## src/rtl/reindeer_mm_timer_hub_pkg.sv

```systemverilog
// Shared constants for the Reindeer timer hub: register map, bus widths,
// FSM encodings and small helpers used by the hub and its prescaler.
package reindeer_mm_timer_hub_pkg;

    localparam int XLEN       = 32;
    localparam int XLEN_BYTES = XLEN / 8;

    localparam int REG_MTIME_LO   = 0;
    localparam int REG_MTIME_HI   = 1;
    localparam int REG_PRESCALER  = 2;
    localparam int REG_IRQ_EN     = 3;
    localparam int REG_IRQ_STATUS = 4;
    localparam int CMP_BASE       = 8;

    localparam logic [0:0] ST_IDLE = 1'b0;
    localparam logic [0:0] ST_WAIT = 1'b1;

    // Highest local word address for a hub with n compare channels.
    function automatic int local_top(input int n);
        return 7 + 2 * n;
    endfunction

    function automatic logic [XLEN-1:0] merge_bytes(input logic [XLEN-1:0]       old_word,
                                                    input logic [XLEN-1:0]       new_word,
                                                    input logic [XLEN_BYTES-1:0] be);
        logic [XLEN-1:0] result;
        result = old_word;
        for (int b = 0; b < XLEN_BYTES; b++) begin
            if (be[b]) begin
                result[8*b +: 8] = new_word[8*b +: 8];
            end
        end
        return result;
    endfunction

endpackage

```

## src/rtl/reindeer_mm_timer_hub_if.sv

```systemverilog
// Wishbone read and write master buses of the timer hub, bundled so the hub
// and the fabric (or a bench) share one definition.
interface reindeer_mm_timer_hub_if #(parameter int ADDR_BITS = 16);
    import reindeer_mm_timer_hub_pkg::*;

    logic                  WB_RD_CYC_O;
    logic                  WB_RD_STB_O;
    logic [ADDR_BITS-1:0]  WB_RD_ADR_O;
    logic [XLEN-1:0]       WB_RD_DAT_I;
    logic                  WB_RD_ACK_I;

    logic                  WB_WR_CYC_O;
    logic                  WB_WR_STB_O;
    logic                  WB_WR_WE_O;
    logic [XLEN_BYTES-1:0] WB_WR_SEL_O;
    logic [ADDR_BITS-1:0]  WB_WR_ADR_O;
    logic [XLEN-1:0]       WB_WR_DAT_O;
    logic                  WB_WR_ACK_I;

    modport master (
        output WB_RD_CYC_O, WB_RD_STB_O, WB_RD_ADR_O,
        input  WB_RD_DAT_I, WB_RD_ACK_I,
        output WB_WR_CYC_O, WB_WR_STB_O, WB_WR_WE_O, WB_WR_SEL_O, WB_WR_ADR_O, WB_WR_DAT_O,
        input  WB_WR_ACK_I
    );

    modport slave (
        input  WB_RD_CYC_O, WB_RD_STB_O, WB_RD_ADR_O,
        output WB_RD_DAT_I, WB_RD_ACK_I,
        input  WB_WR_CYC_O, WB_WR_STB_O, WB_WR_WE_O, WB_WR_SEL_O, WB_WR_ADR_O, WB_WR_DAT_O,
        output WB_WR_ACK_I
    );

endinterface

```

## src/rtl/reindeer_mtime_prescaler.sv

```systemverilog
// Prescale counter and 64-bit mtime register; software writes to either half
// of mtime take priority over the tick increment in the same cycle.
module reindeer_mtime_prescaler
    import reindeer_mm_timer_hub_pkg::*;
#(
    parameter int PRESCALE_BITS = 8
) (
    input  logic                     clk,
    input  logic                     reset_n,
    input  logic                     sync_reset,
    input  logic [PRESCALE_BITS-1:0] prescaler,
    input  logic                     prescaler_wr,
    input  logic                     mtime_lo_wr,
    input  logic                     mtime_hi_wr,
    input  logic [XLEN-1:0]          wr_data,
    input  logic [XLEN_BYTES-1:0]    wr_be,
    output logic [63:0]              mtime
);

    logic [PRESCALE_BITS-1:0] count;
    logic                     tick;

    assign tick = (count == prescaler);

    always_ff @(posedge clk or negedge reset_n) begin
        if (!reset_n) begin
            count <= '0;
        end else if (sync_reset || prescaler_wr || tick) begin
            count <= '0;
        end else begin
            count <= count + 1'b1;
        end
    end

    always_ff @(posedge clk or negedge reset_n) begin
        if (!reset_n) begin
            mtime <= '0;
        end else if (sync_reset) begin
            mtime <= '0;
        end else if (mtime_lo_wr) begin
            mtime[31:0] <= merge_bytes(mtime[31:0], wr_data, wr_be);
        end else if (mtime_hi_wr) begin
            mtime[63:32] <= merge_bytes(mtime[63:32], wr_data, wr_be);
        end else if (tick) begin
            mtime <= mtime + 64'd1;
        end
    end

endmodule

```

## src/rtl/reindeer_mm_timer_hub.sv

```systemverilog
// Reindeer timer hub: local mtime/compare registers plus registered Wishbone
// read and write masters that forward every non-local address with a timeout.
module reindeer_mm_timer_hub
    import reindeer_mm_timer_hub_pkg::*;
#(
    parameter int              NUM_CMP       = 4,
    parameter int              ADDR_BITS     = 16,
    parameter int              PRESCALE_BITS = 8,
    parameter int              WB_TIMEOUT    = 255,
    parameter logic [XLEN-1:0] ERR_WORD      = 32'hDEAD_BEEF
) (
    input  logic                  clk,
    input  logic                  reset_n,
    input  logic                  sync_reset,
    input  logic                  data_read_enable,
    input  logic [XLEN_BYTES-1:0] data_write_enable,
    input  logic [ADDR_BITS-1:0]  data_rw_addr,
    input  logic [XLEN-1:0]       data_write_word,
    reindeer_mm_timer_hub_if.master wb,
    output logic                  enable_out,
    output logic [XLEN-1:0]       word_out,
    output logic                  write_busy,
    output logic                  bus_error,
    output logic [NUM_CMP-1:0]    timer_irq,
    output logic                  timer_triggered
);

    localparam logic [ADDR_BITS-1:0] LOCAL_TOP = ADDR_BITS'(local_top(NUM_CMP));
    localparam int                   TMO_BITS  = $clog2(WB_TIMEOUT + 1);
    localparam logic [TMO_BITS-1:0]  TMO_LAST  = TMO_BITS'(WB_TIMEOUT - 1);

    logic [0:0]               rd_state, wr_state;
    logic [TMO_BITS-1:0]      rd_timer, wr_timer;
    logic                     rd_err, wr_err;
    logic [PRESCALE_BITS-1:0] prescaler;
    logic [NUM_CMP-1:0]       irq_en, cmp_hit;
    logic [63:0]              cmp [NUM_CMP];
    logic [63:0]              mtime;
    logic [XLEN-1:0]          local_rdata;
    logic                     is_local, wr_accept, local_wr, ext_wr;

    // Writes are only taken while the write master is idle, local or not.
    assign is_local  = (data_rw_addr <= LOCAL_TOP);
    assign wr_accept = (|data_write_enable) && (wr_state == ST_IDLE) && !sync_reset;
    assign local_wr  = wr_accept && is_local;
    assign ext_wr    = wr_accept && !is_local;

    assign write_busy      = (wr_state == ST_WAIT) || ext_wr;
    assign bus_error       = rd_err || wr_err;
    assign timer_irq       = cmp_hit & irq_en;
    assign timer_triggered = |timer_irq;

    reindeer_mtime_prescaler #(.PRESCALE_BITS(PRESCALE_BITS)) u_presc (
        .clk          (clk),
        .reset_n      (reset_n),
        .sync_reset   (sync_reset),
        .prescaler    (prescaler),
        .prescaler_wr (local_wr && data_rw_addr == ADDR_BITS'(REG_PRESCALER)),
        .mtime_lo_wr  (local_wr && data_rw_addr == ADDR_BITS'(REG_MTIME_LO)),
        .mtime_hi_wr  (local_wr && data_rw_addr == ADDR_BITS'(REG_MTIME_HI)),
        .wr_data      (data_write_word),
        .wr_be        (data_write_enable),
        .mtime        (mtime)
    );

    always_ff @(posedge clk or negedge reset_n) begin
        if (!reset_n) begin
            prescaler <= '0;
            irq_en    <= '0;
        end else if (sync_reset) begin
            prescaler <= '0;
            irq_en    <= '0;
        end else if (local_wr) begin
            if (data_rw_addr == ADDR_BITS'(REG_PRESCALER)) begin
                prescaler <= PRESCALE_BITS'(merge_bytes(XLEN'(prescaler), data_write_word, data_write_enable));
            end
            if (data_rw_addr == ADDR_BITS'(REG_IRQ_EN)) begin
                irq_en <= NUM_CMP'(merge_bytes(XLEN'(irq_en), data_write_word, data_write_enable));
            end
        end
    end

    // Compare registers reset to all-ones so no channel fires before it is set up.
    always_ff @(posedge clk or negedge reset_n) begin
        if (!reset_n) begin
            for (int k = 0; k < NUM_CMP; k++) cmp[k] <= '1;
            cmp_hit <= '0;
        end else if (sync_reset) begin
            for (int k = 0; k < NUM_CMP; k++) cmp[k] <= '1;
            cmp_hit <= '0;
        end else begin
            for (int k = 0; k < NUM_CMP; k++) begin
                cmp_hit[k] <= (mtime >= cmp[k]);
                if (local_wr && data_rw_addr == ADDR_BITS'(CMP_BASE + 2 * k)) begin
                    cmp[k][31:0] <= merge_bytes(cmp[k][31:0], data_write_word, data_write_enable);
                end
                if (local_wr && data_rw_addr == ADDR_BITS'(CMP_BASE + 2 * k + 1)) begin
                    cmp[k][63:32] <= merge_bytes(cmp[k][63:32], data_write_word, data_write_enable);
                end
            end
        end
    end

    always_comb begin
        local_rdata = '0;
        if (data_rw_addr == ADDR_BITS'(REG_MTIME_LO))   local_rdata = mtime[31:0];
        if (data_rw_addr == ADDR_BITS'(REG_MTIME_HI))   local_rdata = mtime[63:32];
        if (data_rw_addr == ADDR_BITS'(REG_PRESCALER))  local_rdata[PRESCALE_BITS-1:0] = prescaler;
        if (data_rw_addr == ADDR_BITS'(REG_IRQ_EN))     local_rdata[NUM_CMP-1:0] = irq_en;
        if (data_rw_addr == ADDR_BITS'(REG_IRQ_STATUS)) local_rdata[NUM_CMP-1:0] = cmp_hit;
        for (int k = 0; k < NUM_CMP; k++) begin
            if (data_rw_addr == ADDR_BITS'(CMP_BASE + 2 * k))     local_rdata = cmp[k][31:0];
            if (data_rw_addr == ADDR_BITS'(CMP_BASE + 2 * k + 1)) local_rdata = cmp[k][63:32];
        end
    end

    // Read master; local reads also return through word_out one cycle later.
    always_ff @(posedge clk or negedge reset_n) begin
        if (!reset_n) begin
            rd_state       <= ST_IDLE;
            rd_timer       <= '0;
            rd_err         <= 1'b0;
            enable_out     <= 1'b0;
            word_out       <= '0;
            wb.WB_RD_CYC_O <= 1'b0;
            wb.WB_RD_STB_O <= 1'b0;
            wb.WB_RD_ADR_O <= '0;
        end else if (sync_reset) begin
            rd_state       <= ST_IDLE;
            rd_timer       <= '0;
            rd_err         <= 1'b0;
            enable_out     <= 1'b0;
            word_out       <= '0;
            wb.WB_RD_CYC_O <= 1'b0;
            wb.WB_RD_STB_O <= 1'b0;
            wb.WB_RD_ADR_O <= '0;
        end else begin
            enable_out <= 1'b0;
            rd_err     <= 1'b0;
            if (rd_state == ST_IDLE) begin
                if (data_read_enable && is_local) begin
                    enable_out <= 1'b1;
                    word_out   <= local_rdata;
                end else if (data_read_enable) begin
                    wb.WB_RD_ADR_O <= data_rw_addr;
                    wb.WB_RD_CYC_O <= 1'b1;
                    wb.WB_RD_STB_O <= 1'b1;
                    rd_timer       <= '0;
                    rd_state       <= ST_WAIT;
                end
            end else if (wb.WB_RD_ACK_I || rd_timer == TMO_LAST) begin
                wb.WB_RD_CYC_O <= 1'b0;
                wb.WB_RD_STB_O <= 1'b0;
                enable_out     <= 1'b1;
                word_out       <= wb.WB_RD_ACK_I ? wb.WB_RD_DAT_I : ERR_WORD;
                rd_err         <= !wb.WB_RD_ACK_I;
                rd_state       <= ST_IDLE;
            end else begin
                rd_timer <= rd_timer + 1'b1;
            end
        end
    end

    always_ff @(posedge clk or negedge reset_n) begin
        if (!reset_n) begin
            wr_state       <= ST_IDLE;
            wr_timer       <= '0;
            wr_err         <= 1'b0;
            wb.WB_WR_CYC_O <= 1'b0;
            wb.WB_WR_STB_O <= 1'b0;
            wb.WB_WR_WE_O  <= 1'b0;
            wb.WB_WR_SEL_O <= '0;
            wb.WB_WR_ADR_O <= '0;
            wb.WB_WR_DAT_O <= '0;
        end else if (sync_reset) begin
            wr_state       <= ST_IDLE;
            wr_timer       <= '0;
            wr_err         <= 1'b0;
            wb.WB_WR_CYC_O <= 1'b0;
            wb.WB_WR_STB_O <= 1'b0;
            wb.WB_WR_WE_O  <= 1'b0;
            wb.WB_WR_SEL_O <= '0;
            wb.WB_WR_ADR_O <= '0;
            wb.WB_WR_DAT_O <= '0;
        end else begin
            wr_err <= 1'b0;
            if (wr_state == ST_IDLE) begin
                if (ext_wr) begin
                    wb.WB_WR_SEL_O <= data_write_enable;
                    wb.WB_WR_ADR_O <= data_rw_addr;
                    wb.WB_WR_DAT_O <= data_write_word;
                    wb.WB_WR_CYC_O <= 1'b1;
                    wb.WB_WR_STB_O <= 1'b1;
                    wb.WB_WR_WE_O  <= 1'b1;
                    wr_timer       <= '0;
                    wr_state       <= ST_WAIT;
                end
            end else if (wb.WB_WR_ACK_I || wr_timer == TMO_LAST) begin
                wb.WB_WR_CYC_O <= 1'b0;
                wb.WB_WR_STB_O <= 1'b0;
                wb.WB_WR_WE_O  <= 1'b0;
                wr_err         <= !wb.WB_WR_ACK_I;
                wr_state       <= ST_IDLE;
            end else begin
                wr_timer <= wr_timer + 1'b1;
            end
        end
    end

endmodule

```

## src/flat_wrapper.sv

```systemverilog
// flat-port wrapper written by rule: the top's interface ports become plain ports
module reindeer_mm_timer_hub_flat import reindeer_mm_timer_hub_pkg::*;
#(
    parameter int              NUM_CMP       = 4,
    parameter int              ADDR_BITS     = 16,
    parameter int              PRESCALE_BITS = 8,
    parameter int              WB_TIMEOUT    = 255,
    parameter logic [XLEN-1:0] ERR_WORD      = 32'hDEAD_BEEF
)
  (clk, reset_n, sync_reset, data_read_enable, data_write_enable, data_rw_addr, data_write_word, enable_out, word_out, write_busy, bus_error, timer_irq, timer_triggered, wb_WB_RD_CYC_O, wb_WB_RD_STB_O, wb_WB_RD_ADR_O, wb_WB_RD_DAT_I, wb_WB_RD_ACK_I, wb_WB_WR_CYC_O, wb_WB_WR_STB_O, wb_WB_WR_WE_O, wb_WB_WR_SEL_O, wb_WB_WR_ADR_O, wb_WB_WR_DAT_O, wb_WB_WR_ACK_I);
  reindeer_mm_timer_hub_if #(.ADDR_BITS(ADDR_BITS)) wb_i ();
  input  logic clk;
  input  logic reset_n;
  input  logic sync_reset;
  input  logic data_read_enable;
  input  logic [XLEN_BYTES-1:0] data_write_enable;
  input  logic [ADDR_BITS-1:0] data_rw_addr;
  input  logic [XLEN-1:0] data_write_word;
  output logic enable_out;
  output logic [XLEN-1:0] word_out;
  output logic write_busy;
  output logic bus_error;
  output logic [NUM_CMP-1:0] timer_irq;
  output logic timer_triggered;
  output wire logic [$bits(wb_i.WB_RD_CYC_O)-1:0] wb_WB_RD_CYC_O;
  output wire logic [$bits(wb_i.WB_RD_STB_O)-1:0] wb_WB_RD_STB_O;
  output wire logic [$bits(wb_i.WB_RD_ADR_O)-1:0] wb_WB_RD_ADR_O;
  input wire logic [$bits(wb_i.WB_RD_DAT_I)-1:0] wb_WB_RD_DAT_I;
  input wire logic [$bits(wb_i.WB_RD_ACK_I)-1:0] wb_WB_RD_ACK_I;
  output wire logic [$bits(wb_i.WB_WR_CYC_O)-1:0] wb_WB_WR_CYC_O;
  output wire logic [$bits(wb_i.WB_WR_STB_O)-1:0] wb_WB_WR_STB_O;
  output wire logic [$bits(wb_i.WB_WR_WE_O)-1:0] wb_WB_WR_WE_O;
  output wire logic [$bits(wb_i.WB_WR_SEL_O)-1:0] wb_WB_WR_SEL_O;
  output wire logic [$bits(wb_i.WB_WR_ADR_O)-1:0] wb_WB_WR_ADR_O;
  output wire logic [$bits(wb_i.WB_WR_DAT_O)-1:0] wb_WB_WR_DAT_O;
  input wire logic [$bits(wb_i.WB_WR_ACK_I)-1:0] wb_WB_WR_ACK_I;
  assign wb_WB_RD_CYC_O = wb_i.WB_RD_CYC_O;
  assign wb_WB_RD_STB_O = wb_i.WB_RD_STB_O;
  assign wb_WB_RD_ADR_O = wb_i.WB_RD_ADR_O;
  assign wb_i.WB_RD_DAT_I = wb_WB_RD_DAT_I;
  assign wb_i.WB_RD_ACK_I = wb_WB_RD_ACK_I;
  assign wb_WB_WR_CYC_O = wb_i.WB_WR_CYC_O;
  assign wb_WB_WR_STB_O = wb_i.WB_WR_STB_O;
  assign wb_WB_WR_WE_O = wb_i.WB_WR_WE_O;
  assign wb_WB_WR_SEL_O = wb_i.WB_WR_SEL_O;
  assign wb_WB_WR_ADR_O = wb_i.WB_WR_ADR_O;
  assign wb_WB_WR_DAT_O = wb_i.WB_WR_DAT_O;
  assign wb_i.WB_WR_ACK_I = wb_WB_WR_ACK_I;
  reindeer_mm_timer_hub #(.NUM_CMP(NUM_CMP), .ADDR_BITS(ADDR_BITS), .PRESCALE_BITS(PRESCALE_BITS), .WB_TIMEOUT(WB_TIMEOUT), .ERR_WORD(ERR_WORD)) u_core (.clk(clk), .reset_n(reset_n), .sync_reset(sync_reset), .data_read_enable(data_read_enable), .data_write_enable(data_write_enable), .data_rw_addr(data_rw_addr), .data_write_word(data_write_word), .wb(wb_i), .enable_out(enable_out), .word_out(word_out), .write_busy(write_busy), .bus_error(bus_error), .timer_irq(timer_irq), .timer_triggered(timer_triggered));
endmodule
```

## config.mk

```make
export PLATFORM = sky130hd
export DESIGN_NAME = reindeer_mm_timer_hub_flat
export DESIGN_NICKNAME = d
export VERILOG_FILES = /design/src/rtl/reindeer_mm_timer_hub_pkg.sv /design/src/rtl/reindeer_mm_timer_hub_if.sv /design/src/rtl/reindeer_mtime_prescaler.sv /design/src/rtl/reindeer_mm_timer_hub.sv /design/src/flat_wrapper.sv
export SDC_FILE = /design/constraint.sdc
export NUM_CORES = 2
export LEC_CHECK = 0
export ABC_AREA = 1
export CORE_MARGIN = 1
export CORE_UTILIZATION = 60
export DETAILED_ROUTE_END_ITERATION = 6
export PLACE_DENSITY = 0.88
export SLEW_MARGIN = 25
export SYNTH_ARGS = -nofsm -noshare
export SYNTH_HDL_FRONTEND = slang
export SYNTH_SLANG_ARGS = --single-unit
```

## constraint.sdc

```tcl
create_clock -name clk -period 2.6 [get_ports clk]
set_input_delay 0.26 -clock clk [delete_from_list [all_inputs] [get_ports clk]]
set_output_delay 0.26 -clock clk [all_outputs]
set_load 0.005 [all_outputs]
```

==> flow_metrics.env <==
export IMPL_syn_inst=3798
export IMPL_antenna_left=0
export IMPL_antenna_found_initial=0
export IMPL_cts_root_buffer="clkbuf_16"
export IMPL_cp_start_kind="flop"
export IMPL_drt_vias_per_instance=6.10
export IMPL_drt_iter0_markers=3486
export IMPL_fp_coreArea_um2=48800
export IMPL_critPathMaxStageDelay_ns=0.66
export IMPL_synth_warnings=0
export IMPL_wl_per_cell_um=22.2
export IMPL_io_pins=203
export IMPL_endpoint_kind="flop"
export IMPL_fmax_mhz=394
export IMPL_min_period_ns=2.54
export IMPL_diodes=0
export IMPL_overflow=0
export IMPL_avgSynthCellArea_um2=7.81
export IMPL_drt_total_wl_um=111000
export IMPL_slew_viol_final=0
export IMPL_cts_sinks=467
export IMPL_synth_cell_types=63
export IMPL_pwr_share_comb_pct=18.5
export IMPL_finalCritPeriodShare_pct=97.6
export IMPL_p_int_mw=14.5
export IMPL_gp_congestion=1.08
export IMPL_path_class="flop to flop"
export IMPL_crit_arrival_ns=3.04
export IMPL_cts_buffers=51
export IMPL_ir_drop_mv=0.636
export IMPL_cts_tree="yes"
export IMPL_ys_async_sr_fraction_pct=100
export IMPL_p_clk_share_pct=37.7
export IMPL_num_rows=81
export IMPL_hold_ws_ns=0.178
export IMPL_yosysSeqAreaShare_pct=40.5
export IMPL_violations="DRC"
export IMPL_cp_top_family="compound AO/OA/AOI/OAI gates"
export IMPL_yosys_register_bits=467
export IMPL_hold_class="input pin to async pin"
export IMPL_grt_max_degree=74
export IMPL_worst_slack_ns=0.0636
export IMPL_htreeDepth=2
export IMPL_leakage_nw=17.8
export IMPL_relSlewSlack_pct=46.2
export IMPL_r2r_setup_slack_ns=0.06
export IMPL_sequentialPowerShare_pct=43.8
export IMPL_fin_nets=4618
export IMPL_tightest_slew_ns=0.803
export IMPL_drc=2
export IMPL_clock_path_buffers=3
export IMPL_grt_pass1_vias=29177
export IMPL_track_usage_pct=44.3
export IMPL_worstPathCellList="ha_1 > a21oi_1 > nor2_1 > a211oi_1 > o221ai_1 > nand2_1 > nand3_1 > a21oi_1 > nand3_1 > nand2_1 > inv_1"
export IMPL_post_cts_setup_buffer_count=0
export IMPL_die_area_um2=50300
export IMPL_num_vias=30316
export IMPL_io_buffers=202
export IMPL_rsz0062_at_grt="true"
export IMPL_dr_pass1_iters=7
export IMPL_cpMaxStageDelayCell="dfrtp_1"
export IMPL_power_density_nw_per_um2=560
export IMPL_fin_worst_skew_ns=0.0173
export IMPL_drive_gt1_share_pct=18.1
export IMPL_outcome="complete, but fails checks"
export IMPL_setup_viol=0
export IMPL_finalHoldViolations=0
export IMPL_synthesis_nets=4150
export IMPL_grt_pass1_wl_um=169000
export IMPL_dpl_hpwl_um=85100
export IMPL_p_switching_mw=6.08
export IMPL_clk_pin_slew_ns=0.06
export IMPL_synth_area_um2=29700
export IMPL_switching_share_pct=29.6
export IMPL_initial_utilization_pct=60.7
export IMPL_synth_edff_count=0
export IMPL_max_cap_violations=0
export IMPL_die_y_um=224
export IMPL_die_x_um=224
export IMPL_place_ws_ns=-0.118
export IMPL_syn2layout_area_growth_pct=23.8
export IMPL_synth_flop_cell="dfstp_2"
export IMPL_clkLatencyLatePin_ns=0.62
export IMPL_crit_buf_inv=1
export IMPL_cp_max_fo=8
export IMPL_cp_required_ns=3.10
layout make-up:
| cell class | instances | area [um2] |
|---|---|---|
| clock buffer | 73 | 1480 |
| clock inverter | 22 | 275 |
| fill | 3661 | 12100 |
| inverter | 477 | 1790 |
| multi-input combinational | 2734 | 15400 |
| sequential | 467 | 12000 |
| tap | 664 | 831 |
| timing repair buffer | 535 | 4910 |
registers in the layout, indices dropped and copies added (netlist names):
name,flops
u_core.cmp,256
u_core.u_presc.mtime,64
u_core.wb.WB_WR_DAT_O,32
u_core.word_out,32
u_core.wb.WB_RD_ADR_O,16
u_core.wb.WB_WR_ADR_O,16
u_core.prescaler,8
u_core.rd_timer,8
u_core.u_presc.count,8
u_core.wr_timer,8
u_core.cmp_hit,4
u_core.irq_en,4
u_core.wb.WB_WR_SEL_O,4
u_core.enable_out,1
u_core.rd_err,1
u_core.rd_state,1
u_core.wb.WB_RD_CYC_O,1
u_core.wb.WB_WR_CYC_O,1
u_core.wr_err,1
u_core.wr_state,1
worst register-to-register path: cells and delay by family (launching register included):
kind	cells	cell delay [ns]
simple gates	5	0.63
fa+ha+maj	1	0.34
buf+inv	1	0.05
flops	1	0.66
compound gates	4	0.74
metal layers:
metal | GRT usage (%) | up-vias | share of wire (%)
met5 | 0 | - | 0
met4 | 29.2 | 0 | 7.8
met3 | 9.05 | 534 | 10
met2 | 68.2 | 1824 | 44
met1 | 56.6 | 14234 | 38
li1 | - | 13724 | -
synthesized netlist by cell type (4+ instances only):
cell type / count / area (um2)
nor2_2: 10 / 62.6
dfrtp_1: 211 / 5280
and3_1: 8 / 50.1
inv_1: 445 / 1670
o21ai_1: 94 / 470
a211oi_1: 15 / 113
clkbuf_1: 83 / 312
nor3b_1: 7 / 52.6
a31oi_1: 6 / 37.5
nand3b_1: 6 / 45.0
nand4_1: 81 / 507
inv_2: 26 / 97.6
or2_2: 8 / 50.1
o221ai_1: 19 / 166
o21ai_0: 328 / 1640
a21oi_1: 305 / 1530
buf_1: 8 / 30.0
nor2_1: 316 / 1190
xnor2_1: 9 / 78.8
buf_2: 24 / 120
xor2_1: 49 / 429
o22ai_1: 35 / 219
nand2_1: 827 / 3100
nand2_2: 8 / 50.1
nand3_1: 119 / 596
ha_1: 262 / 3280
o211ai_1: 38 / 285
o21ai_2: 12 / 105
a32o_1: 20 / 200
nor2_4: 11 / 124
clkinv_1: 5 / 18.8
nor4_1: 14 / 87.6
buf_4: 4 / 30.0
o2111ai_1: 13 / 114
dfstp_2: 256 / 6730
o31ai_1: 5 / 37.5
nor3_1: 64 / 320
o21a_1: 11 / 82.6
logic make-up (layout without fill, tap and decap cells):
| family | after synthesis | count (layout) | share of synthesized area, % |
|---|---|---|---|
| compound gates | 918 | 918 | 17.4 |
| buf+inv | 597 | 1107 | 7.74 |
| xor+xnor | 58 | 58 | 1.71 |
| flops | 467 | 467 | 40.5 |
| fa+ha+maj | 262 | 262 | 11.1 |
| mux | 1 | 1 | 0.0380 |
| simple gates | 1495 | 1495 | 21.6 |
cells in the final DEF, fill, tap and decap left out, types with 53 or more instances in the layout:
cell	count
clkbuf_16	53
nand4_1	81
a21oi_1	305
buf_4	301
dfrtp_1	208
nor2_1	312
o21ai_1	93
ha_1	262
o21ai_0	328
clkdlybuf4s50_1	200
nand3_1	119
inv_1	445
nor3_1	62
nand2_1	826
dfstp_2	256
timing repair:
item                                   4_1_cts  5_1_grt
setup endpoints to repair                    1       11
endpoints found under the hold margin       53        0
pin swaps                                    0        1
gates resized for setup                      1       11
hold buffers                                 1        0
final timing paths:
check	from	to	cells past startpoint
min in group clk	wb_WB_WR_ACK_I	u_core.wr_err$_DFF_PN0_	2
worst max register to register	u_core.u_presc.mtime[49]$_DFFE_PN0P_	u_core.cmp_hit[2]$_DFF_PN0_	11
worst max-delay path	u_core.u_presc.mtime[49]$_DFFE_PN0P_	u_core.cmp_hit[2]$_DFF_PN0_	11
max in group asynchronous	reset_n	u_core.u_presc.mtime[1]$_DFFE_PN0P_	3
worst min register to register	u_core.cmp[44]$_DFFE_PN1P_	u_core.cmp[44]$_DFFE_PN1P_	2
worst min-delay path	reset_n	u_core.wb.WB_WR_DAT_O[16]$_DFFE_PN0P_	2
through the flow:
stage	cell area (um2)	cells	util (%)	setup TNS (ns)	power, mW
global placement	34900	4876	71.4	-0.198	12.6
global route	36700	4972	75.1	-0.0173	21.3
CTS	36700	4972	75.1	0	20.4
detailed placement	34900	4876	71.4	-3.04	12.8
finish	36700	4972	75.1	0	20.6
floorplan	29700	3798	-	0	10.9
power groups by stage:
stage	Combinational, mW	Sequential, mW	Clock [mW]
after floorplan	2.00	8.93	0
after global placement	3.57	9.05	0
after detailed placement	3.70	9.07	0
after CTS	3.74	8.98	7.72
after global routing	4.21	9.09	8.02
final	3.81	9.01	7.75
(Power assumes the default switching activity.)
